## config.mk

```make
export PLATFORM = sky130hd
export DESIGN_NAME = sr_alu_arb
export DESIGN_NICKNAME = d
export VERILOG_FILES = /design/src/rtl/sr_alu_arb.sv
export SDC_FILE = /design/constraint.sdc
export NUM_CORES = 1
export LEC_CHECK = 0
export ABC_AREA = 1
export BUFFER_PORTS_ARGS = -buffer_cell sky130_fd_sc_hd__buf_2
export CORE_MARGIN = 2
export CORE_UTILIZATION = 30
export CTS_BUF_LIST = sky130_fd_sc_hd__clkbuf_4 sky130_fd_sc_hd__clkbuf_8 sky130_fd_sc_hd__clkbuf_16
export DETAILED_ROUTE_END_ITERATION = 10
export PLACE_DENSITY = 0.61
export REMOVE_ABC_BUFFERS = 1
export SYNTH_ARGS = -nofsm -noshare
export SYNTH_HDL_FRONTEND = slang
export SYNTH_SLANG_ARGS = --single-unit
```

## constraint.sdc

```tcl
create_clock -name clk -period 1.2 [get_ports clk]
set_input_delay 0.06 -clock clk [delete_from_list [all_inputs] [get_ports clk]]
set_output_delay 0.06 -clock clk [all_outputs]
set_load 0.01 [all_outputs]
```

## src/rtl/sr_alu_arb.sv

```systemverilog
// sr_alu_arb: two-port arbiter and sequencer sharing one combinational sr_alu.
// One operation at a time: IDLE (arbitrate/accept) -> EXEC (drive ALU) -> RESP (hold result).
// Build option: define SR_ALU_ARB_RR_EN for round-robin arbitration between the ports;
// when it is undefined, port 0 has fixed priority and no pointer register is built.

`ifndef ALU_ADD
`define ALU_ADD 3'b000
`endif

module sr_alu_arb (
  input  logic        clk,
  input  logic        rst,
  input  logic        req0_valid,
  output logic        req0_ready,
  input  logic [31:0] req0_srcA,
  input  logic [31:0] req0_srcB,
  input  logic [2:0]  req0_oper,
  input  logic        req1_valid,
  output logic        req1_ready,
  input  logic [31:0] req1_srcA,
  input  logic [31:0] req1_srcB,
  input  logic [2:0]  req1_oper,
  output logic        rsp0_valid,
  input  logic        rsp0_ready,
  output logic [31:0] rsp0_result,
  output logic        rsp0_zero,
  output logic        rsp1_valid,
  input  logic        rsp1_ready,
  output logic [31:0] rsp1_result,
  output logic        rsp1_zero,
  output logic [31:0] alu_srcA,
  output logic [31:0] alu_srcB,
  output logic [2:0]  alu_oper,
  input  logic [31:0] alu_result,
  input  logic        alu_zero
);

  typedef enum logic [1:0] {StIdle, StExec, StResp} state_e;

  state_e      state_q;
  logic        grant_q;
  logic        rsp0_valid_q, rsp1_valid_q;
  logic [31:0] result_q;
  logic        zero_q;
  // ALU drive registers double as the latched operands; they hold idle values outside EXEC.
  logic [31:0] alu_srca_q, alu_srcb_q;
  logic [2:0]  alu_oper_q;

  logic win;     // 1: port 1 wins arbitration this cycle
  logic idle;
  logic accept;

`ifdef SR_ALU_ARB_RR_EN
  logic last_q;  // port granted most recently

  // Round-robin: on contention grant the port not granted last; a lone requester always wins.
  always_comb begin
    if (req0_valid && req1_valid) begin
      win = ~last_q;
    end else begin
      win = req1_valid;
    end
  end
`else
  // Fixed priority: port 1 wins only when port 0 is not requesting.
  always_comb begin
    win = ~req0_valid;
  end
`endif

  assign idle       = (state_q == StIdle) && !rst;
  assign req0_ready = idle && req0_valid && !win;
  assign req1_ready = idle && req1_valid && win;
  assign accept     = req0_ready || req1_ready;

  // Sequencer: accept -> drive ALU for one cycle -> hold response until the owner takes it.
  always_ff @(posedge clk) begin
    if (rst) begin
      state_q      <= StIdle;
      grant_q      <= 1'b0;
      rsp0_valid_q <= 1'b0;
      rsp1_valid_q <= 1'b0;
      result_q     <= '0;
      zero_q       <= 1'b0;
      alu_srca_q   <= '0;
      alu_srcb_q   <= '0;
      alu_oper_q   <= `ALU_ADD;
`ifdef SR_ALU_ARB_RR_EN
      last_q       <= 1'b1;
`endif
    end else begin
      unique case (state_q)
        StIdle: begin
          if (accept) begin
            alu_srca_q <= win ? req1_srcA : req0_srcA;
            alu_srcb_q <= win ? req1_srcB : req0_srcB;
            alu_oper_q <= win ? req1_oper : req0_oper;
            grant_q    <= win;
`ifdef SR_ALU_ARB_RR_EN
            last_q     <= win;
`endif
            state_q    <= StExec;
          end
        end
        StExec: begin
          result_q     <= alu_result;
          zero_q       <= alu_zero;
          rsp0_valid_q <= ~grant_q;
          rsp1_valid_q <= grant_q;
          alu_srca_q   <= '0;
          alu_srcb_q   <= '0;
          alu_oper_q   <= `ALU_ADD;
          state_q      <= StResp;
        end
        StResp: begin
          if (grant_q ? rsp1_ready : rsp0_ready) begin
            rsp0_valid_q <= 1'b0;
            rsp1_valid_q <= 1'b0;
            state_q      <= StIdle;
          end
        end
        default: state_q <= StIdle;
      endcase
    end
  end

  assign alu_srcA    = alu_srca_q;
  assign alu_srcB    = alu_srcb_q;
  assign alu_oper    = alu_oper_q;

  // Response data is forced to zero whenever the port's valid is low.
  assign rsp0_valid  = rsp0_valid_q;
  assign rsp0_result = rsp0_valid_q ? result_q : '0;
  assign rsp0_zero   = rsp0_valid_q & zero_q;
  assign rsp1_valid  = rsp1_valid_q;
  assign rsp1_result = rsp1_valid_q ? result_q : '0;
  assign rsp1_zero   = rsp1_valid_q & zero_q;

endmodule

```

==> metrics.txt <==
# rows between 40 and 50; CP Capture Type primary output; total wire length 24100 um; hold path startpoint alu_result[20]; starting DRC count in detailed routing ~260; Multi-input gate area between 3000 and 4000 um2; final hold violations 0; first-pass detailed-route iteration total 5; hold path depth 3; grt ovf 0; Worst Hold End result_q[20]; Slew Limit Fails 0; Worst-Skew Late Latency 340 ps; minimum clock period around 1400 ps; CP startpoint kind register; CTS Buf Count 9; CTS Buffer Depth 2; FF+latch count, synth between 100 and 150; Distinct cells, synth 19; Initial Utilization between 30% and 40%; GR Util All Layers 20.1%; worst-margin pin slew around 540 ps; R2R Setup Slk -180 ps; Buffers & Inverters on Critical Path 4; Crit Path Category reg2out; worst endpoint required time approximately 1100 ps; hpwl dp 12900 um; Max stage delay on crit path about 340 ps; CTS Sinks around 110; period utilization 116%; area share of the leading cell type in the synthesized netlist about two fifths; fin worst setup slack -191 ps; fill count about 1500; dominant cells by area after synthesis dfxtp_1 (40%), nand2_1 (15%), inv_1 (9.7%); Max Cap Viol 0; startpoint of the worst-slack reg-to-reg timing path state_q[1]; wire per inst between 15 and 20 um; post-layout util between 50 and 60%; largest net degree at the start of global routing between 70 and 80; RSZ-0062 raised after global routing true; total number of vias between 6000 and 7000; worst-path fanout max 2; die area approximately 19000 um2; Ports 310; Post-Synthesis Cells about 830; Die Height about 140 um; YS warnings 0; fmax just over 700 MHz; routability congestion estimate around 0.73; Die Width between 100 and 150 um; CTS clk-pin slew, worst paths ~70 ps; cell area after synthesis between 5000 and 6000 um2; Register Area 2110 um2; CTS H-tree depth 3; Leak 5.66 nW; Critical Path Most Common Cell buf_6; Pwr Total 10.7 mW; min-delay worst type in2reg; Synth area leader dfxtp_1; status finished with violations; Post-DRT Antenna Nets 0; CORE AREA roughly 17000 um2; Final setup violation count 140; initial antenna violation count 1; clock root cell clkbuf_16; WHS roughly 3.1 ps; CP top delay family buffers and inverters; worst-case reg-to-reg path depth 8; port bufs 309; global-route wire length before repair 28900 um; syn avg cell area 6.39 um2; Slew HR 63.7%; Worst EP arrival ~1300 ps; sequential area share after synthesis roughly two fifths; Crit-path slowest cell dfxtp_2; Layout area overhead 88.6%; TritonCTS clock tree done; vias in the first global route roughly 5600; skew final 7.23 ps; share of layout cells above drive strength 1 a little over half; Peak VDD IR just over 0.0009 V; Nets approximately 1400; DRC 0; cells along the critical path nor2_4, nand3_4, buf_6, buf_12, clkinv_4, buf_6; Fin Setup TNS -14690 ps; pwr/cell area 1070 nW/um2; RR Endpoint alu_srcA[14]; failing checks negative setup slack; vias per inst ~4.8
-- state kept, by name (all words and copies together), names as in the netlist, 2 cells and up --
signal / flops
alu_oper: 3
alu_srcA: 32
alu_srcB: 32
result_q: 32
state_q: 2
-- cell families (layout without fill, tap and decap cells) --
| family | after synthesis | in the layout | synth area share, % |
|---|---|---|---|
| DFF | 105 | 105 | 39.8 |
| other | 0 | 1 | 0 |
| and+or+nand+nor | 352 | 353 | 27.4 |
| buffers and inverters | 200 | 569 | 16.0 |
| AOI/OAI and AO/OA | 170 | 170 | 16.8 |
-- worst max path at each step --
| stage | cells after the start | from | endpoint |
|---|---|---|---|
| after global routing | 4 | rsp1_valid | rsp1_result[17] |
| after detailed placement | 6 | state_q[1] | alu_srcA[14] |
| after floorplan | 5 | state_q[0] | alu_srcA[0] |
| after CTS | 6 | state_q[0] | req0_ready |
| final | 6 | state_q[1] | req0_ready |
| after global placement | 6 | state_q[1] | alu_srcA[3] |
-- routing by layer --
| metal | global-route usage (%) | share of wire, % | routed length, um | up-vias |
|---|---|---|---|---|
| li1 | - | - | - | 3283 |
| met4 | 5.38 | 2.9 | 708 | 0 |
| met1 | 23.2 | 39 | 9310 | 3125 |
| met2 | 35.2 | 50 | 12000 | 337 |
| met5 | 0 | 0 | 0 | - |
| met3 | 7.04 | 8.9 | 2140 | 46 |
-- layout make-up --
type	count	share of cell area [%]
Tap cell	225	2.83
Clock buffer	11	2.47
Clock inverter	3	0.427
Antenna cell	1	0.0251
Multi-Input combinational cell	523	32.4
Timing Repair Buffer	415	35.2
Inverter	140	5.45
Sequential cell	105	21.2
-- Yosys cell counts --
| library cell | count |
|---|---|
| nor2_2 | 1 |
| nand2_4 | 1 |
| inv_2 | 3 |
| nand2_1 | 208 |
| o21ai_0 | 101 |
| dfxtp_1 | 105 |
| buf_2 | 29 |
| inv_1 | 137 |
| buf_4 | 3 |
| nand3_1 | 70 |
| nand3_4 | 1 |
| nand2_2 | 1 |
| nor2_4 | 1 |
| buf_6 | 6 |
| a21oi_1 | 59 |
| clkbuf_1 | 22 |
| a21oi_2 | 10 |
| nor2_1 | 68 |
| nand3_2 | 1 |
-- power by group --
part / leakage (nW) / internal, mW / total, mW / switching, mW
Combinational: 4.66 / 1.69 / 3.51 / 1.82
Clock: 0.141 / 1.67 / 2.96 / 1.29
Sequential: 0.861 / 3.80 / 4.19 / 0.391
-- tightest hold or removal path, stage by stage --
cell and delay [ps]:
buf_2 90, o21ai_0 90, nor2_1 80
-- layout by cell type, fill, tap and decap left out, types with 2 or more instances in the layout --
master	n
a21oi_1	26
a21oi_2	43
buf_12	23
buf_16	6
buf_2	246
buf_4	20
buf_6	74
buf_8	5
clkbuf_16	21
dfxtp_1	101
dfxtp_2	2
dfxtp_4	2
dlygate4sd3_1	29
inv_1	76
inv_2	59
inv_4	3
nand2_1	112
nand2_2	29
nand2_4	68
nand2_8	2
nand3_1	51
nand3_2	19
nand3_4	2
nor2_1	68
nor2_4	2
o21ai_0	73
o21ai_1	14
o21ai_2	14
-- through the flow --
stage | worst slack [ps] | instance area (um2) | instances
2_1_floorplan | -1330 | 4960 | 767
3_3_place_gp | -64.6 | 7220 | 1334
3_5_place_dp | -108 | 7220 | 1334
4_1_cts | -169 | 8410 | 1403
5_1_grt | -283 | 9960 | 1423
6_report | -191 | 9960 | 1423
-- timing repair --
action,4_1_cts,5_1_grt
pin swaps,9,46
resized for setup,64,380
endpoints found under the hold margin,30,0
buffers inserted,15,10
hold buffers,29,0
gates cloned,11,15
endpoints found under the setup margin,135,160
Power figures use the tool's default switching activity.
